$ cat src/rtl/jt12_eg_slotmux.sv
// Per-slot EG configuration/key-on store, replayed as a 24-slot stream advancing one slot per clk_en.
// Outputs lag the slot counter by one clk_en; writes never stall and are acked/rejected on the next clk.
module jt12_eg_slotmux #(
    parameter int         SLOTS  = 24,
    parameter logic [6:0] TL_RST = 7'h7F
) (
    input  logic       clk,
    input  logic       rst_n,
    input  logic       clk_en,
    input  logic       wr_en,
    input  logic [4:0] wr_slot,
    input  logic [2:0] wr_reg,
    input  logic [7:0] wr_data,
    output logic       wr_ack,
    output logic       wr_err,
    input  logic       kon_wr,
    input  logic [2:0] kon_ch,
    input  logic [3:0] kon_mask,
    output logic       zero,
    output logic [4:0] slot_out,
    output logic       keyon_II,
    output logic [4:0] arate_II,
    output logic [4:0] rate1_II,
    output logic [4:0] rate2_II,
    output logic [3:0] rrate_II,
    output logic [3:0] d1l,
    output logic [1:0] ks,
    output logic       ssg_en_II,
    output logic [2:0] ssg_eg_II,
    output logic [6:0] tl,
    output logic       amsen
);

    localparam logic [4:0] LAST = 5'(SLOTS - 1);

    logic [1:0] r_ks     [SLOTS];
    logic [4:0] r_ar     [SLOTS];
    logic       r_amsen  [SLOTS];
    logic [4:0] r_d1r    [SLOTS];
    logic [4:0] r_d2r    [SLOTS];
    logic [3:0] r_d1l    [SLOTS];
    logic [3:0] r_rr     [SLOTS];
    logic       r_ssg_en [SLOTS];
    logic [2:0] r_ssg_eg [SLOTS];
    logic [6:0] r_tl     [SLOTS];
    logic       r_keyon  [SLOTS];
    logic [4:0] r_cnt;

    logic       w_wr_ok;
    logic       w_kon_ok;
    logic [4:0] w_kon_idx [4];

    assign w_wr_ok  = (wr_slot <= LAST) && (wr_reg <= 3'd5);
    assign w_kon_ok = (kon_ch <= 3'd5);

    // Operator k of channel ch lives at slot 6*k + ch.
    always_comb begin
        for (int k = 0; k < 4; k++) begin
            w_kon_idx[k] = 5'(6 * k) + {2'b00, kon_ch};
        end
    end

    always_ff @(posedge clk or negedge rst_n) begin
        if (!rst_n) begin
            for (int i = 0; i < SLOTS; i++) begin
                r_ks[i]     <= 2'd0;
                r_ar[i]     <= 5'd0;
                r_amsen[i]  <= 1'b0;
                r_d1r[i]    <= 5'd0;
                r_d2r[i]    <= 5'd0;
                r_d1l[i]    <= 4'd0;
                r_rr[i]     <= 4'd0;
                r_ssg_en[i] <= 1'b0;
                r_ssg_eg[i] <= 3'd0;
                r_tl[i]     <= TL_RST;
            end
        end else if (wr_en && w_wr_ok) begin
            case (wr_reg)
                3'd0: begin
                    r_ks[wr_slot] <= wr_data[7:6];
                    r_ar[wr_slot] <= wr_data[4:0];
                end
                3'd1: begin
                    r_amsen[wr_slot] <= wr_data[7];
                    r_d1r[wr_slot]   <= wr_data[4:0];
                end
                3'd2: r_d2r[wr_slot] <= wr_data[4:0];
                3'd3: begin
                    r_d1l[wr_slot] <= wr_data[7:4];
                    r_rr[wr_slot]  <= wr_data[3:0];
                end
                3'd4: begin
                    r_ssg_en[wr_slot] <= wr_data[3];
                    r_ssg_eg[wr_slot] <= wr_data[2:0];
                end
                3'd5: r_tl[wr_slot] <= wr_data[6:0];
                default: ;
            endcase
        end
    end

    always_ff @(posedge clk or negedge rst_n) begin
        if (!rst_n) begin
            for (int i = 0; i < SLOTS; i++) begin
                r_keyon[i] <= 1'b0;
            end
        end else if (kon_wr && w_kon_ok) begin
            for (int k = 0; k < 4; k++) begin
                r_keyon[w_kon_idx[k]] <= kon_mask[k];
            end
        end
    end

    always_ff @(posedge clk or negedge rst_n) begin
        if (!rst_n) begin
            wr_ack <= 1'b0;
            wr_err <= 1'b0;
        end else begin
            wr_ack <= wr_en && w_wr_ok;
            wr_err <= wr_en && !w_wr_ok;
        end
    end

    // Reads sample storage before this edge's write lands, so a same-slot write shows next rotation.
    always_ff @(posedge clk or negedge rst_n) begin
        if (!rst_n) begin
            r_cnt     <= 5'd0;
            slot_out  <= 5'd0;
            keyon_II  <= 1'b0;
            arate_II  <= 5'd0;
            rate1_II  <= 5'd0;
            rate2_II  <= 5'd0;
            rrate_II  <= 4'd0;
            d1l       <= 4'd0;
            ks        <= 2'd0;
            ssg_en_II <= 1'b0;
            ssg_eg_II <= 3'd0;
            tl        <= TL_RST;
            amsen     <= 1'b0;
        end else if (clk_en) begin
            r_cnt     <= (r_cnt == LAST) ? 5'd0 : r_cnt + 5'd1;
            slot_out  <= r_cnt;
            keyon_II  <= r_keyon[r_cnt];
            arate_II  <= r_ar[r_cnt];
            rate1_II  <= r_d1r[r_cnt];
            rate2_II  <= r_d2r[r_cnt];
            rrate_II  <= r_rr[r_cnt];
            d1l       <= r_d1l[r_cnt];
            ks        <= r_ks[r_cnt];
            ssg_en_II <= r_ssg_en[r_cnt];
            ssg_eg_II <= r_ssg_eg[r_cnt];
            tl        <= r_tl[r_cnt];
            amsen     <= r_amsen[r_cnt];
        end
    end

    assign zero = (slot_out == 5'd0);

endmodule

$ cat config.mk
export PLATFORM = sky130hd
export DESIGN_NAME = jt12_eg_slotmux
export DESIGN_NICKNAME = d
export VERILOG_FILES = /design/src/rtl/jt12_eg_slotmux.sv
export SDC_FILE = /design/constraint.sdc
export NUM_CORES = 1
export LEC_CHECK = 0
export CAP_MARGIN = 10
export CORE_MARGIN = 3
export CORE_UTILIZATION = 49
export CTS_CLUSTER_SIZE = 20
export DETAILED_ROUTE_END_ITERATION = 16
export DONT_BUFFER_PORTS = 1
export GPL_TIMING_DRIVEN = 1
export PLACE_DENSITY = 0.66
export SYNTH_ARGS = -nofsm -noshare
export SYNTH_HDL_FRONTEND = slang
export SYNTH_SLANG_ARGS = --single-unit
$ cat constraint.sdc
create_clock -name clk -period 4.15 [get_ports clk]
set_clock_uncertainty 0.1 [all_clocks]
set_input_delay 1.245 -clock clk [delete_from_list [all_inputs] [get_ports clk]]
set_output_delay 1.245 -clock clk [all_outputs]
set_load 0.01 [all_outputs]
Word-level counts from Yosys, hierarchy flattened
Cells that the tools add are included.
{ "totals": {"inputBits": 28, "wordCells": 395, "ff_bits": 962, "out_inout_bits": 46} }
{ "classes": {"n_addsub": 4, "bitwise_logic": 6, "n_lt_le_gt_ge": 14, "n_reduce_logical": 18, "muxes": 68, "n_eq_ne": 6} }
{ "op_table": {"columns": ["operator", "count"], "rows": [
  ["$bwmux W120", 3],
  ["$bwmux W96", 2],
  ["$bwmux W168", 1],
  ["$bwmux W24", 6],
  ["$bmux W5 S5", 3],
  ["$bwmux W72", 1],
  ["$bwmux W48", 1],
  ["$bmux W4 S5", 2],
  ["$mux W5", 8],
  ["$ge A6 B6 Y1 const B", 6],
  ["$bmux W7 S5", 1],
  ["$demux W7 S5", 1],
  ["$lt A6 B1 Y1 const B", 5],
  ["$demux W1 S5", 5],
  ["$demux W5 S5", 1],
  ["$not A5 Y6", 4],
  ["$mux W7", 3],
  ["$demux W4 S5", 1],
  ["$mux W4", 5],
  ["$bmux W1 S5", 3],
  ["$bmux W3 S5", 1],
  ["$demux W3 S5", 1],
  ["$reduce_and A2 Y1", 6],
  ["$mux W1", 11],
  ["other kinds (20)", 35]
]} }

Longest topological paths before layout
Gate-level depths: netlist of the first run.
{ "logic_depth": {"depth_word": 9, "depth_mapped": 9, "ltp_nobuf": 7} }

Worst setup path after synthesis of the first run
Ideal clock, no wire load.
{ "synth_timing": {"kind": "input-to-reg", "start": "input kon_ch[1]", "end": "register r_keyon[11] in the netlist's numbering", "path_buffers": 1, "setup_ns": 0.125, "path_slack_ns": 1.085, "required_ns": 3.925, "cell_stages": 8, "arrival_time_ns": 2.840, "path_cell_list": "clkbuf_1 inv_1 ha_1 a21oi_1 o21a_1 nand2b_1 nor3_1 mux2_2"} }
{ "synth_between": {"elab_chain_cells": 9, "word_cells_on_any_way": 33, "cone_classes": "add/sub: 3; order compare: 9; mux: 12; bitwise: 4; reduce/logical: 5"} }
{ "synth_lines": {"columns": ["item", "line", "text"], "rows": [
  ["start: declaration", "17", "input logic [2:0] kon_ch,"],
  ["$add A3 B3 Y4 / $not A3 Y6 (equally long branches)", "59, 109", null],
  ["$not A4 Y6 (implied by the code) (tied with other cells)", "109", "r_keyon[w_kon_idx[k]] <= kon_mask[k];"],
  ["$ge A6 B6 Y1 (implied by the code) (tied with other cells)", "109", null],
  ["$logic_and A1 B1 Y1 (implied by the code) / $mux W1 (equally long branches)", "109", null],
  ["$mux W1 (implied by the code) / $demux W1 S5 (equally long branches)", "109", null],
  ["$demux W1 S5 / $bwmux W24 (equally long branches)", "109", null],
  ["$bwmux W24 (3 in series)", "109", null],
  ["end signal: indexed assignment", "109", null],
  ["end: declaration", "46", "logic r_keyon [SLOTS];"]
]} }
Parallel ways exist; a longest one is shown, timed or not.
A chain may end at the register's enable or synchronous reset.

Final worst setup path of the first run
{ "layout_timing": {"start": "register r_cnt[1]", "end": "register rate2_II[4]"} }
{ "layout_between": {"elab_chain_cells": 4} }
{ "layout_lines": {"columns": ["item", "line", "text"], "rows": [
  ["start: declaration", "47", "logic [4:0] r_cnt;"],
  ["start signal: assignment", "141", "r_cnt <= (r_cnt == LAST) ? 5'd0 : r_cnt + 5'd1;"],
  ["$not A5 Y6 (implied by the code)", "146", "rate2_II <= r_d2r[r_cnt];"],
  ["$bmux W5 S5", "146", null],
  ["$mux W5 (implied by the code) (2 in series)", "146", null],
  ["end signal: assignment", "146", null],
  ["end: declaration", "24", "output logic [4:0] rate2_II,"]
]} }
Every way passes these cells. The select of a mux whose other input is x is not followed.

==> results of run 1 <==
-- sequential cells by signal, summed over array words and instances, names as in the netlist, 7 cells and up --
name	count
r_keyon	24
r_ssg_en	24
r_d2r	120
r_rr	96
r_amsen	24
r_ar	120
r_ssg_eg	72
tl	7
r_tl	168
r_ks	48
r_d1l	96
r_d1r	120
-- worst max-delay path: stages (launching register included) --
cell and delay, ps:
dfrtp_4 900, buf_12 460, buf_4 470, mux2_2 390, o22ai_1 150, a21oi_1 80, a31oi_1 310, a21oi_1 110
-- through the flow --
step,instance area [µm²],util [%]
after floorplan,44800,-
after global routing,49600,54.9
after detailed placement,45800,50.8
after global placement,45800,50.8
after CTS,49500,54.8
final,49600,54.9
-- cell usage in the layout (no fill, tap or decap), types with 20 or more instances in the layout --
master,count
nand4_1,25
a22o_1,24
clkbuf_1,22
a311oi_1,22
dfstp_2,175
clkbuf_16,105
clkinv_2,22
mux4_2,25
clkbuf_8,24
o21ai_0,36
a211oi_1,58
a31oi_1,28
a21oi_1,58
a22oi_1,48
nor2b_1,77
nor2_2,20
mux2i_1,331
dfrtp_1,784
o22ai_1,42
nand2_1,220
buf_4,74
mux2_2,924
nor2_1,81
-- final timing paths --
path | end | depth (start not counted)
worst min-delay path | r_ssg_eg[26]$_DFFE_PN0P_ | 0
max in group asynchronous | r_cnt[1]$_DFFE_PN0P_ | 2
worst max-delay path | rate2_II[4]$_DFFE_PN0P_ | 7
min in group clk | r_keyon[2]$_DFFE_PN0P_ | 2
worst min register to register | r_keyon[2]$_DFFE_PN0P_ | 2
worst max register to register | rate2_II[4]$_DFFE_PN0P_ | 7
-- where the power goes --
group	total, mW	leakage (nW)	switching [mW]	internal (mW)
registers	10.9	12.6	0.860	10.1
logic	5.31	9.12	3.26	2.05
clock network	9.66	1.79	3.87	5.78
total	25.9	23.5	7.99	17.9
-- layout make-up --
| class | count | area share (%) |
|---|---|---|
| clock buffers | 151 | 6.13 |
| well taps | 1176 | 2.97 |
| multi-input cells | 2150 | 39.2 |
| clock inverters | 44 | 1.15 |
| inverters | 6 | 0.0454 |
| repair buffers | 81 | 1.46 |
| flip-flops and latches | 962 | 49.0 |
-- layer usage --
layer	vias up	routed length, µm
li1	12100	-
met1	15100	52400
met2	806	59100
met3	230	7460
met4	0	4470
met5	-	0
-- kinds of logic after synthesis --
| group | Yosys count |
|---|---|
| xor gates and xnor gates | 1 |
| DFF | 962 |
| muxes | 1280 |
| AOI/OAI and AO/OA | 353 |
| and+or+nand+nor | 510 |
| adders and majority gates | 6 |
| buffers and inverters | 254 |
==> impl_metrics.tcl, run 1 <==
set metrics [dict create \
    endpoint_kind "flop" \
    setup-violations-final 0 \
    drt_first_iter_violations 2177 \
    drive_gt1_share_pct 42.3 \
    grt_use_total_pct 26.1 \
    cp_max_fo 72 \
    antenna_cells_inserted 0 \
    num-nets-final 3338 \
    synth_mux_area_share_pct 31.9 \
    pin_count 74 \
    fin_crit_sh_pct 78.0 \
    drc 0 \
    netlist.area_leader.share_pct 44.0 \
    grt_use_met3_pct 5.24 \
    fp.dieW_um 308 \
    port_buffers 0 \
    die-height_um 308 \
    vias_per_cell 6.18 \
    cap_violations 0 \
    cts.sinks 962 \
    multiInputGateArea_um2 19400 \
    synth_xor_area_share_pct 0.0196 \
    final_antenna_net_count 0 \
    synth_warnings 0 \
    status "finished, final reports clean" \
    r2r_setup_slack_ps 910 \
    synth_nets 3400 \
    vias 28200 \
    vdd_ir_drop_max_mv 0.454 \
    cp.required_ps 4580 \
    clk_pin_slew_ps 60 \
    max_clock_freq_mhz 309 \
    grt_pass1_wl_um 188000 \
    netlist_top_cells_count "mux2_2, dfrtp_1, mux2i_1" \
    synthToLayoutAreaGrowth_pct 10.7 \
    netlist_area_um2 44800 \
    post-place-ws_ps 550 \
    grt_max_degree 963 \
    hpwl_um 76000 \
    p_total_mw 25.9 \
    synth_adder_area_share_pct 0.168 \
    synth_most_common_cell "mux2_2" \
    syn_inst 3366 \
    crit_type "reg -> reg" \
    gp_congestion 0.827 \
    start_kind "flop" \
    synth_top_family_by_area "multiplexers" \
    first_global_vias 29800 \
    yosysTopAreaCell "dfrtp_1" \
    clk_latency_ps 680 \
    max_slew.worst_pin.slew_ps 1420 \
    ys_ff_latch 962 \
    tns_ps 0 \
    gr-total-overflow 0 \
    worstSetupStartpoint "r_cnt[1]$_DFFE_PN0P_" \
    postCtsSetupBuffers 0 \
    dp.cells 4371 \
    final_max_slew_viol_count 0 \
    rsz0062_at_grt "no" \
    gr-usage-met2_pct 42.7 \
    synth_compound_area_share_pct 5.45 \
    clockRootBuffer "clkbuf_16" \
    yosys.area_share.simple_pct 5.73 \
    cts_made_buffers 103 \
    synthArstFlopShare_pct 100 \
    cts_resized 0 \
    finalCriticalPeriod_ps 3240 \
    grt_use_met1_pct 34.5 \
    r2r_start "r_cnt[1]$_DFFE_PN0P_" \
    routed_wl_um 123000 \
    num-fill-cells 7222 \
    cts_max_level 3 \
    die_area_um2 95000 \
    start_util_pct 49.6 \
    synthTopCellsByArea "dfrtp_1, mux2_2, dfstp_2, mux2i_1, nand2_1" \
    ys.flop_type "dfrtp_1" \
    power.density_nw_per_um2 522 \
    hold_buffers 0 \
    yosysSeqAreaShare_pct 54.3 \
    hold_slack_ps 189 \
    cts_tree "done" \
    drt-wirelength-per-cell_um 27.0 \
    seq_area_um2 24300 \
    firstDrtPassIters 5 \
    hold_viol_final 0 \
    synth_cell_type_count 59 \
    synth-edff-count 0 \
    rows 110 \
    syn-mean-instance-area_um2 13.3 \
    hold_class "in -> async" \
    final_cells 4570 \
    cts_max_path_buffers 3 \
    worstPathArrival_ps 3670 \
    power_leakage_nw 23.5 \
    slew-limit-headroom_pct 5.47 \
    core_area_um2 90300 \
    setup_ws_ps 914 \
    antenna_found_initial 2 \
    busiest_layer "met2" \
]
Power figures use the tool's default switching activity.
==> run 2, diff against run 1 <==
==> constraint.sdc (replaced) <==
create_clock -name clk -period 3.1 [get_ports clk]
set_clock_uncertainty 0.1 [all_clocks]
set_input_delay 0.93 -clock clk [delete_from_list [all_inputs] [get_ports clk]]
set_output_delay 0.93 -clock clk [all_outputs]
set_load 0.01 [all_outputs]
==> run 2 against run 1 <==
Effect of this change: cell area increased by 0.70%; non-clock buffer count increased by 50; clock power increased by 28%; first-iteration DRC count increased by 1.1%; fmax increased by 11%; largest cell class unchanged; register-to-register slack got worse by 730 ps; sequential share of layout area decreased by 0.34 points; total power increased by 33%; largest power group unchanged; utilization increased by 0.39 points.
==> impl_metrics.tcl, run 2 (synthesis results as in run 1) <==
set metrics [dict create \
    clk_latency_ps 670 \
    postCtsSetupBuffers 0 \
    cp_max_fo 26 \
    critPathSlowestCell "nor4bb_2" \
    vdd_ir_drop_max_mv 0.497 \
    antenna_found_initial 4 \
    cts_tree "done" \
    cts_resized 0 \
    setup-violations-final 0 \
    drive_gt1_share_pct 42.9 \
    largest_register_ffs 168 \
    top_register "r_tl" \
    max_slew.worst_pin.slew_ps 1140 \
    status "finished, final reports clean" \
    core_area_um2 90300 \
    drt_first_iter_violations 2200 \
    clockRootBuffer "clkbuf_16" \
    power_leakage_nw 23.7 \
    crit_chain "nor4bb_2 > buf_4 > nand2_1 > o21ai_0 > or4_1 > a221o_1" \
    cpLargestDelayFamily "simple AND/OR/NAND/NOR gates" \
    synthToLayoutAreaGrowth_pct 11.5 \
    layout_common_cells "mux2_2, dfrtp_1, mux2i_1" \
    slew-limit-headroom_pct 22.8 \
    rows 110 \
    hold_class "in -> async" \
    final_antenna_net_count 0 \
    fp.dieW_um 308 \
    power.density_nw_per_um2 689 \
    drc 0 \
    grt_pass1_wl_um 183000 \
    die_area_um2 95000 \
    crit_type "reg -> reg" \
    first_global_vias 29300 \
    gp_congestion 0.839 \
    start_util_pct 49.6 \
    endpoint_kind "flop" \
    fin_util_pct 55.3 \
    hold_slack_ps 185 \
    critPathBufInv 1 \
    cts_made_buffers 99 \
    rsz0062_at_grt "no" \
    grt_use_total_pct 25.4 \
    hpwl_um 76200 \
    routed_wl_um 121000 \
    final_cells 4606 \
    cts_max_path_buffers 3 \
    final_max_slew_viol_count 0 \
    cts.sinks 962 \
    tns_ps 0 \
    start_kind "flop" \
    pin_count 74 \
    hold_viol_final 0 \
    gr-total-overflow 0 \
    grt_max_degree 963 \
    drt-wirelength-per-cell_um 26.3 \
    die-height_um 308 \
    setup_ws_ps 188 \
    cap_violations 0 \
    num-nets-final 3384 \
    port_buffers 0 \
    clk_pin_slew_ps 70 \
    worstPathArrival_ps 3420 \
    vias_per_cell 6.10 \
    cts_max_level 3 \
    post-place-ws_ps 28.4 \
    finalCriticalPeriod_ps 2910 \
    dp.cells 4415 \
    crit_path_max_incr_delay_ps 1000 \
    vias 28100 \
    final_common_cell "mux2_2" \
    fin_crit_sh_pct 93.9 \
    max_clock_freq_mhz 343 \
    cp.required_ps 3600 \
    firstDrtPassIters 7 \
]
==> run 2: through the flow <==
stage / instance area (µm²) / total power, mW
2_1_floorplan: 44800 / 19.3
3_3_place_gp: 46300 / 21.7
3_5_place_dp: 46300 / 21.9
4_1_cts: 49700 / 34.3
5_1_grt: 49900 / 35.6
6_report: 49900 / 34.4
==> run 2: power breakdown <==
| group | internal, mW | switching (mW) |
|---|---|---|
| Combinational | 2.96 | 4.60 |
| Clock | 7.38 | 5.04 |
| Sequential | 13.5 | 0.926 |
| Total | 23.8 | 10.6 |
==> run 2: worst register-to-register path: stages (launching register included) <==
cell	delay (ps)
dfrtp_4	760
nor4bb_2	1010
buf_4	360
nand2_1	70
o21ai_0	150
or4_1	250
a221o_1	160
==> run 2: routing by layer <==
layer	part of all wire, %	vias to the layer above	GRT usage [%]
met5	0	-	0
met2	46	791	40.1
met3	7.1	185	6.03
met1	44	14900	34.6
li1	-	12300	-
met4	3.2	0	8.31
==> run 2: final cells by class <==
cell class                 instances  area, µm²
multi-input combinational       2150      19400
timing repair buffer             131       1270
inverter                           6       22.5
tap                             1176       1470
sequential                       962      24300
clock inverter                    36        454
antenna                            1       2.50
clock buffer                     144       2960
fill                            7260      40400
==> run 2: final timing paths <==
path / cells past startpoint / slack [ps] / from / endpoint
min reg2reg: 2 / 390 / r_keyon[10]$_DFFE_PN0P_ / r_keyon[10]$_DFFE_PN0P_
min in group clk: 1 / 310 / clk_en / r_cnt[0]$_DFFE_PN0P_
max in group asynchronous: 3 / 620 / rst_n / r_rr[73]$_DFFE_PN0P_
max: 6 / 190 / r_cnt[1]$_DFFE_PN0P_ / rate2_II[1]$_DFFE_PN0P_
min: 1 / 190 / rst_n / r_ssg_en[7]$_DFFE_PN0P_
max reg2reg: 6 / 190 / r_cnt[1]$_DFFE_PN0P_ / rate2_II[1]$_DFFE_PN0P_
